**src/rtl/dmem_pkg.sv**
```systemverilog
// Shared definitions for the data-memory arbiter: RISC-V load/store size codes,
// arbiter state encoding and an access-size helper.
package dmem_pkg;

  localparam logic [2:0] F3_B  = 3'd0;
  localparam logic [2:0] F3_H  = 3'd1;
  localparam logic [2:0] F3_W  = 3'd2;
  localparam logic [2:0] F3_BU = 3'd4;
  localparam logic [2:0] F3_HU = 3'd5;

  typedef enum logic [1:0] {
    IDLE,
    ACCESS,
    RESP
  } arb_state_t;

  // Illegal codes map to one byte; they are flagged separately as errors.
  function automatic logic [2:0] access_bytes(input logic [2:0] func3);
    case (func3)
      F3_H, F3_HU: access_bytes = 3'd2;
      F3_W:        access_bytes = 3'd4;
      default:     access_bytes = 3'd1;
    endcase
  endfunction

endpackage

```
**src/rtl/dmem_arbiter_if.sv**
```systemverilog
// Requester-side request/response bus of the data-memory arbiter; port i of
// every two-element field belongs to requester i.
interface dmem_arbiter_if #(
  parameter int unsigned ADDR_WIDTH = 32,
  parameter int unsigned DATA_WIDTH = 32
);

  logic [1:0]                 rq_valid;
  logic [1:0]                 rq_ready;
  logic [1:0]                 rq_we;
  logic [1:0][2:0]            rq_func3;
  logic [1:0][ADDR_WIDTH-1:0] rq_addr;
  logic [1:0][DATA_WIDTH-1:0] rq_wdata;
  logic [1:0]                 rs_valid;
  logic [1:0]                 rs_ready;
  logic [DATA_WIDTH-1:0]      rs_rdata;
  logic                       rs_err;

  // Requesters drive requests and accept responses.
  modport master (
    output rq_valid, rq_we, rq_func3, rq_addr, rq_wdata, rs_ready,
    input  rq_ready, rs_valid, rs_rdata, rs_err
  );

  // The arbiter accepts requests and drives responses.
  modport slave (
    input  rq_valid, rq_we, rq_func3, rq_addr, rq_wdata, rs_ready,
    output rq_ready, rs_valid, rs_rdata, rs_err
  );

endinterface

```
**src/rtl/dmem_req_check.sv**
```systemverilog
// Combinational legality check of a latched request: func3 code, natural
// alignment and fit of the whole access inside the implemented memory.
module dmem_req_check
  import dmem_pkg::*;
#(
  parameter int unsigned ADDR_WIDTH = 32,
  parameter int unsigned MEM_BYTES  = 32'h20000
) (
  input  logic                  we_i,
  input  logic [2:0]            func3_i,
  input  logic [ADDR_WIDTH-1:0] addr_i,
  output logic                  err_o
);

  localparam logic [ADDR_WIDTH:0] MemLimit = (ADDR_WIDTH+1)'(MEM_BYTES);

  logic                func3_err;
  logic                align_err;
  logic                range_err;
  logic [ADDR_WIDTH:0] last_byte;

  always_comb begin
    func3_err = 1'b0;
    if (we_i) begin
      func3_err = !(func3_i inside {F3_B, F3_H, F3_W});
    end else begin
      func3_err = !(func3_i inside {F3_B, F3_H, F3_W, F3_BU, F3_HU});
    end
  end

  always_comb begin
    align_err = 1'b0;
    case (func3_i)
      F3_H, F3_HU: align_err = addr_i[0];
      F3_W:        align_err = |addr_i[1:0];
      default:     align_err = 1'b0;
    endcase
  end

  // One extra bit so an access near the top of the address space cannot wrap.
  always_comb begin
    last_byte = {1'b0, addr_i} + (ADDR_WIDTH+1)'(access_bytes(func3_i))
                - (ADDR_WIDTH+1)'(1);
    range_err = (last_byte >= MemLimit);
  end

  assign err_o = func3_err | align_err | range_err;

endmodule

```
**src/rtl/dmem_arbiter.sv**
```systemverilog
// Round-robin arbiter sharing the data memory between the CPU LSU (port 0) and
// the debug/DMA loader (port 1): one checked access per grant, registered response.
module dmem_arbiter
  import dmem_pkg::*;
#(
  parameter int unsigned ADDR_WIDTH = 32,
  parameter int unsigned DATA_WIDTH = 32,
  parameter int unsigned MEM_BYTES  = 32'h20000
) (
  input  logic                  clk,
  input  logic                  rst_n,
  dmem_arbiter_if.slave         bus,
  output logic                  mem_write_enable,
  output logic [2:0]            mem_func3,
  output logic [ADDR_WIDTH-1:0] mem_address,
  output logic [DATA_WIDTH-1:0] mem_write_data,
  input  logic [DATA_WIDTH-1:0] mem_data_out
);

  arb_state_t state_q, state_d;

  logic                  rr_last_q;
  logic                  owner_q;
  logic                  we_q;
  logic [2:0]            func3_q;
  logic [ADDR_WIDTH-1:0] addr_q;
  logic [DATA_WIDTH-1:0] wdata_q;
  logic [DATA_WIDTH-1:0] rs_rdata_q;
  logic                  rs_err_q;

  logic [1:0] grant;
  logic       winner;
  logic       req_fire;
  logic       err;

  // Arbitration: a lone requester wins; on a tie the port not served last wins.
  always_comb begin
    grant  = 2'b00;
    winner = 1'b0;
    case (bus.rq_valid)
      2'b01: begin
        grant  = 2'b01;
        winner = 1'b0;
      end
      2'b10: begin
        grant  = 2'b10;
        winner = 1'b1;
      end
      2'b11: begin
        winner = ~rr_last_q;
        grant  = rr_last_q ? 2'b01 : 2'b10;
      end
      default: begin
        grant  = 2'b00;
        winner = 1'b0;
      end
    endcase
  end

  assign bus.rq_ready = (state_q == IDLE) ? grant : 2'b00;
  assign req_fire     = |(bus.rq_ready & bus.rq_valid);

  always_comb begin
    state_d = state_q;
    unique case (state_q)
      IDLE:    if (req_fire) state_d = ACCESS;
      ACCESS:  state_d = RESP;
      RESP:    if (bus.rs_ready[owner_q]) state_d = IDLE;
      default: state_d = IDLE;
    endcase
  end

  always_ff @(posedge clk or negedge rst_n) begin
    if (!rst_n) begin
      state_q <= IDLE;
    end else begin
      state_q <= state_d;
    end
  end

  always_ff @(posedge clk or negedge rst_n) begin
    if (!rst_n) begin
      rr_last_q <= 1'b1;
      owner_q   <= 1'b0;
      we_q      <= 1'b0;
      func3_q   <= 3'd0;
      addr_q    <= '0;
      wdata_q   <= '0;
    end else if (state_q == IDLE && req_fire) begin
      rr_last_q <= winner;
      owner_q   <= winner;
      we_q      <= bus.rq_we[winner];
      func3_q   <= bus.rq_func3[winner];
      addr_q    <= bus.rq_addr[winner];
      wdata_q   <= bus.rq_wdata[winner];
    end
  end

  dmem_req_check #(
    .ADDR_WIDTH (ADDR_WIDTH),
    .MEM_BYTES  (MEM_BYTES)
  ) u_req_check (
    .we_i    (we_q),
    .func3_i (func3_q),
    .addr_i  (addr_q),
    .err_o   (err)
  );

  // Memory address/size follow the request latches, which only change on a
  // grant, so they hold their last value outside ACCESS.
  assign mem_address      = addr_q;
  assign mem_func3        = func3_q;
  assign mem_write_data   = wdata_q;
  assign mem_write_enable = (state_q == ACCESS) & we_q & ~err;

  always_ff @(posedge clk or negedge rst_n) begin
    if (!rst_n) begin
      rs_rdata_q <= '0;
      rs_err_q   <= 1'b0;
    end else if (state_q == ACCESS) begin
      rs_err_q   <= err;
      rs_rdata_q <= (!we_q && !err) ? mem_data_out : '0;
    end
  end

  assign bus.rs_valid = (state_q == RESP) ? (owner_q ? 2'b10 : 2'b01) : 2'b00;
  assign bus.rs_rdata = rs_rdata_q;
  assign bus.rs_err   = rs_err_q;

  grant_onehot_a: assert property (@(posedge clk) disable iff (!rst_n)
    $onehot0(bus.rq_ready));

  write_in_access_a: assert property (@(posedge clk) disable iff (!rst_n)
    mem_write_enable |-> (state_q == ACCESS));

  access_one_cycle_a: assert property (@(posedge clk) disable iff (!rst_n)
    (state_q == ACCESS) |=> (state_q == RESP));

  resp_stable_a: assert property (@(posedge clk) disable iff (!rst_n)
    (state_q == RESP && !bus.rs_ready[owner_q]) |=>
      (state_q == RESP && $stable(rs_rdata_q) && $stable(rs_err_q)));

endmodule

```
**src/flat_wrapper.sv**
```systemverilog
// flat-port wrapper written by rule: the top's interface ports become plain ports
module dmem_arbiter_flat import dmem_pkg::*;
#(
  parameter int unsigned ADDR_WIDTH = 32,
  parameter int unsigned DATA_WIDTH = 32,
  parameter int unsigned MEM_BYTES  = 32'h20000
)
  (clk, rst_n, mem_write_enable, mem_func3, mem_address, mem_write_data, mem_data_out, bus_rq_valid, bus_rq_we, bus_rq_func3, bus_rq_addr, bus_rq_wdata, bus_rs_ready, bus_rq_ready, bus_rs_valid, bus_rs_rdata, bus_rs_err);
  dmem_arbiter_if #(.ADDR_WIDTH(ADDR_WIDTH), .DATA_WIDTH(DATA_WIDTH)) bus_i ();
  input  logic clk;
  input  logic rst_n;
  output logic mem_write_enable;
  output logic [2:0] mem_func3;
  output logic [ADDR_WIDTH-1:0] mem_address;
  output logic [DATA_WIDTH-1:0] mem_write_data;
  input  logic [DATA_WIDTH-1:0] mem_data_out;
  input wire logic [$bits(bus_i.rq_valid)-1:0] bus_rq_valid;
  input wire logic [$bits(bus_i.rq_we)-1:0] bus_rq_we;
  input wire logic [$bits(bus_i.rq_func3)-1:0] bus_rq_func3;
  input wire logic [$bits(bus_i.rq_addr)-1:0] bus_rq_addr;
  input wire logic [$bits(bus_i.rq_wdata)-1:0] bus_rq_wdata;
  input wire logic [$bits(bus_i.rs_ready)-1:0] bus_rs_ready;
  output wire logic [$bits(bus_i.rq_ready)-1:0] bus_rq_ready;
  output wire logic [$bits(bus_i.rs_valid)-1:0] bus_rs_valid;
  output wire logic [$bits(bus_i.rs_rdata)-1:0] bus_rs_rdata;
  output wire logic [$bits(bus_i.rs_err)-1:0] bus_rs_err;
  assign bus_i.rq_valid = bus_rq_valid;
  assign bus_i.rq_we = bus_rq_we;
  assign bus_i.rq_func3 = bus_rq_func3;
  assign bus_i.rq_addr = bus_rq_addr;
  assign bus_i.rq_wdata = bus_rq_wdata;
  assign bus_i.rs_ready = bus_rs_ready;
  assign bus_rq_ready = bus_i.rq_ready;
  assign bus_rs_valid = bus_i.rs_valid;
  assign bus_rs_rdata = bus_i.rs_rdata;
  assign bus_rs_err = bus_i.rs_err;
  dmem_arbiter #(.ADDR_WIDTH(ADDR_WIDTH), .DATA_WIDTH(DATA_WIDTH), .MEM_BYTES(MEM_BYTES)) u_core (.clk(clk), .rst_n(rst_n), .bus(bus_i), .mem_write_enable(mem_write_enable), .mem_func3(mem_func3), .mem_address(mem_address), .mem_write_data(mem_write_data), .mem_data_out(mem_data_out));
endmodule
```
**config.mk**
```make
export PLATFORM = sky130hd
export DESIGN_NAME = dmem_arbiter_flat
export DESIGN_NICKNAME = d
export VERILOG_FILES = /design/src/rtl/dmem_pkg.sv /design/src/rtl/dmem_arbiter_if.sv /design/src/rtl/dmem_req_check.sv /design/src/rtl/dmem_arbiter.sv /design/src/flat_wrapper.sv
export SDC_FILE = /design/constraint.sdc
export NUM_CORES = 1
export LEC_CHECK = 0
export ABC_AREA = 1
export BUFFER_PORTS_ARGS = -buffer_cell sky130_fd_sc_hd__buf_2
export CORE_ASPECT_RATIO = 1.4
export CORE_MARGIN = 2
export CORE_UTILIZATION = 51
export DETAILED_ROUTE_END_ITERATION = 10
export PLACE_DENSITY = 0.82
export SKIP_LAST_GASP = 1
export SYNTH_ARGS = -nofsm -noshare
export SYNTH_HDL_FRONTEND = slang
export SYNTH_SLANG_ARGS = --single-unit
```
**constraint.sdc**
```tcl
create_clock -name clk -period 4.91 [get_ports clk]
set_clock_uncertainty 0.2 [all_clocks]
set_input_delay 0.7365 -clock clk [delete_from_list [all_inputs] [get_ports clk]]
set_output_delay 0.7365 -clock clk [all_outputs]
set_load 0.05 [all_outputs]
```
==> run_summary.xml <==
<?xml version="1.0" encoding="UTF-8"?>
<metrics>
  <group name="sta">
    <metric name="setup_viol" unit="">0</metric>
    <metric name="worst_slew_pin_slew" unit="ps">1040</metric>
    <metric name="final_hold_viol_count" unit="">0</metric>
    <metric name="layout_worst_path_cycle_share" unit="%">92.2</metric>
    <metric name="timing.max_slew.rel_slack" unit="%">30.9</metric>
    <metric name="slew_violations" unit="">0</metric>
    <metric name="fin_crit" unit="ps">4530</metric>
    <metric name="achievable_freq" unit="MHz">221</metric>
    <metric name="worst_slack" unit="ps">382</metric>
    <metric name="timing.setup.tns" unit="ps">0</metric>
    <metric name="rsz0062_at_grt" unit="">no</metric>
  </group>
  <group name="cts">
    <metric name="insertion_delay" unit="ps">350</metric>
    <metric name="cts.repair_timing.setup_buffer_count" unit="">0</metric>
    <metric name="tritoncts" unit="">done</metric>
    <metric name="cts-hold-fix-buffers" unit="">0</metric>
    <metric name="tritoncts.num_buffers" unit="">9</metric>
    <metric name="cts_max_level" unit="">3</metric>
    <metric name="cts-root-buf" unit="">clkbuf_16</metric>
    <metric name="cts_buffer_depth" unit="">2</metric>
    <metric name="cts_resized" unit="">0</metric>
    <metric name="path_clk_slew" unit="ps">80</metric>
    <metric name="clock_sink_count" unit="">105</metric>
  </group>
  <group name="logic_synthesis">
    <metric name="mappedNetlistArea" unit="µm²">7850</metric>
    <metric name="sequential_to_total_area_share_from_yosys_stat" unit="%">33.5</metric>
    <metric name="mappedNetlistNets" unit="">1434</metric>
    <metric name="most_common_cell_in_the_synthesized_netlist" unit="">nand2_1</metric>
    <metric name="dominantRegCellSynth" unit="">dfrtp_1</metric>
    <metric name="syn_inst" unit="">1225</metric>
    <metric name="netlist_top_cells_area" unit="">dfrtp_1 33%, nand2_1 18%, inv_1 8.9%</metric>
    <metric name="syn_avg_cell_area" unit="µm²">6.41</metric>
    <metric name="synth_top_area_cell" unit="">dfrtp_1</metric>
    <metric name="ys_types" unit="">35</metric>
    <metric name="ys_seq_elements" unit="">105</metric>
    <metric name="ys.warnings.count" unit="">0</metric>
    <metric name="synthTopCellsByCount" unit="">376 x nand2_1, 187 x inv_1, 166 x nor2_1, 104 x dfrtp_1, 95 x a21oi_1</metric>
    <metric name="synth_top_cell_area_share" unit="%">33.1</metric>
    <metric name="ys_async_sr_fraction" unit="%">100</metric>
    <metric name="number_of_enable_flip_flop_cells_after_synthesis" unit="">0</metric>
  </group>
  <group name="floorplanning">
    <metric name="die_width" unit="µm">109</metric>
    <metric name="area_enclosed_by_the_die_boundary" unit="µm²">16400</metric>
    <metric name="placement_rows" unit="">53</metric>
    <metric name="initial_core_util" unit="%">52.2</metric>
    <metric name="core_region_area" unit="µm²">15100</metric>
    <metric name="pin_count" unit="">279</metric>
    <metric name="die_y" unit="µm">151</metric>
  </group>
  <group name="worst_setup_path">
    <metric name="crit_arrival" unit="ps">3590</metric>
    <metric name="worst_ep_required_time" unit="ps">3970</metric>
    <metric name="endpoint_kind" unit="">output pin</metric>
    <metric name="critPathKind" unit="">reg -&gt; out</metric>
    <metric name="critical_path.max_fanout" unit="">5</metric>
    <metric name="cp-start-kind" unit="">flip-flop</metric>
  </group>
  <group name="power">
    <metric name="largest_vdd_supply_drop" unit="mV">0.464</metric>
    <metric name="finalPower" unit="mW">8.17</metric>
    <metric name="static-leakage-power" unit="nW">5.76</metric>
    <metric name="p_per_area" unit="nW/µm²">849</metric>
  </group>
  <group name="global_route">
    <metric name="grt_pass1_wl" unit="mm">41.0</metric>
    <metric name="antenna_found_initial" unit="">1</metric>
    <metric name="grt_pass1_vias" unit="">8564</metric>
    <metric name="globalRouteOverflowTotal" unit="">0</metric>
    <metric name="pin_count_of_the_biggest_net_entering_global_routing" unit="">104</metric>
    <metric name="grt_usage" unit="%">31.6</metric>
  </group>
  <group name="final_layout">
    <metric name="layoutNonFillerInstCount" unit="">1671</metric>
    <metric name="area_growth_syn_to_layout" unit="%">22.5</metric>
    <metric name="postLayoutCoreUtil" unit="%">63.9</metric>
    <metric name="share_of_cells_above_drive_strength_1" unit="%">22.3</metric>
    <metric name="final_nets" unit="">1682</metric>
  </group>
  <group name="drt">
    <metric name="drt_first_pass_iters" unit="">5</metric>
    <metric name="drt-wirelength-per-cell" unit="µm">15.3</metric>
    <metric name="routed_via_density" unit="">5.30</metric>
    <metric name="drcViolationCount" unit="">0</metric>
    <metric name="antenna_left" unit="">0</metric>
    <metric name="drt_iter0_markers" unit="">477</metric>
    <metric name="route.vias.total" unit="">8856</metric>
    <metric name="wl" unit="mm">25.5</metric>
  </group>
  <group name="flow_run">
    <metric name="cap_violations" unit="">0</metric>
  </group>
  <group name="run_status">
    <metric name="result_of_the_run" unit="">finished, final reports clean</metric>
  </group>
  <group name="placed_design">
    <metric name="post-place-cells" unit="">1654</metric>
    <metric name="place_hpwl" unit="mm">19.8</metric>
    <metric name="preCtsSetupSlack" unit="ps">796</metric>
    <metric name="numPortBuffers" unit="">278</metric>
    <metric name="gp_congestion" unit="">0.947</metric>
  </group>
  <group name="worst_hold_path">
    <metric name="min-delay-path-class" unit="">reg -&gt; reg</metric>
  </group>
</metrics>
## stage by stage
| step | instance area [µm²] | hold WS, ps |
|---|---|---|
| after floorplan | 7850 | 241 |
| after global placement | 9330 | 259 |
| after detailed placement | 9330 | 260 |
| after CTS | 9620 | 282 |
| after global routing | 9620 | 302 |
| final | 9620 | 281 |
## layout by cell type (no fill, tap or decap), types with 3 or more instances in the layout
cell | synthesis | final
dfrtp_1 | 104 | 104
buf_4 | 2 | 10
nor2_1 | 166 | 165
ha_1 | 34 | 34
a21oi_2 | 3 | 3
nand4_1 | 8 | 8
o31ai_1 | 68 | 68
nand3b_1 | 3 | 3
a21oi_1 | 95 | 95
nor3_1 | 6 | 6
nand3_1 | 83 | 83
nand2_1 | 376 | 374
clkbuf_16 | 0 | 9
nand2_2 | 7 | 9
nor2_2 | 6 | 6
inv_1 | 187 | 187
o21ai_0 | 12 | 12
buf_2 | 0 | 277
## where the power goes
part | internal [mW] | total (mW) | leakage, nW | switching, mW
sequential | 1.18 | 1.46 | 1.33 | 0.288
clock | 0.357 | 0.710 | 0.138 | 0.352
combinational | 1.73 | 6.00 | 4.29 | 4.27
## per-layer routing
metal	GRT usage, %	wire [µm]	share of wire [%]	vias to the layer above
li1	-	-	-	4382
met3	6.24	1900	7.5	72
met1	38.6	9900	39	4068
met2	53.8	12700	50	332
met4	13.1	1020	4.0	2
met5	0	13	0.051	-
## registers in the layout (all words and copies together) (netlist names)
name and cells:
u_core.we_q 1, u_core.rr_last_q 1, u_core.state_q 2, u_core.mem_address 32
u_core.owner_q 1, u_core.bus.rs_rdata 32, u_core.mem_write_data 32, u_core.bus.rs_err 1
u_core.mem_func3 3
## path summary, 6_finish.rpt
check | slack [ps] | depth (start not counted) | to | startpoint
worst max register to register | 1230 | 25 | u_core.bus.rs_rdata[8] | u_core.mem_func3[1]
max in group asynchronous | 3190 | 2 | u_core.mem_write_data[2] | rst_n
worst min register to register | 280 | 2 | u_core.mem_write_data[21] | u_core.mem_write_data[21]
min in group asynchronous | 300 | 1 | u_core.mem_write_data[18] | rst_n
worst max-delay path | 380 | 25 | mem_write_enable | u_core.mem_func3[1]
worst min-delay path | 280 | 2 | u_core.mem_write_data[21] | u_core.mem_write_data[21]
## kinds of logic (layout without fill, tap and decap cells)
group	count (synthesis)	count (layout)	share of synthesized area (%)
simple gates	662	662	34.5
buf+inv	238	491	12.0
compound gates	183	183	14.1
flops	105	105	33.5
fa+ha+maj	35	35	5.67
xor+xnor	2	2	0.223
other cells	0	1	0
## area by class of cell
| class | count | area, µm² |
|---|---|---|
| tap | 192 | 240 |
| clock buffer | 10 | 229 |
| fill | 1389 | 5430 |
| sequential | 105 | 2630 |
| antenna | 1 | 2.50 |
| inverter | 188 | 706 |
| timing repair buffer | 287 | 1460 |
| clock inverter | 6 | 61.3 |
| multi-input combinational | 882 | 4290 |
## worst max-delay path, cell delays in order, from the launching register on
cell     delay (ps)
dfrtp_1         420
inv_1            70
nor2_1           40
nand2_1         100
nand2_1          90
ha_1            190
inv_1            60
ha_1            200
inv_1            70
fa_1            390
inv_1           120
nand2_1          70
nand2_1          90
nand3_1          90
nand2_1         130
nand2_1         100
nand3_1          70
nand2_1          50
nor2_1           80
nand3_1          80
nor2_1          130
nand2_2         100
nor2_8          100
nand2_1          70
nor2_2           60
buf_2           280
Note: power is estimated with default switching activity, not from simulation.
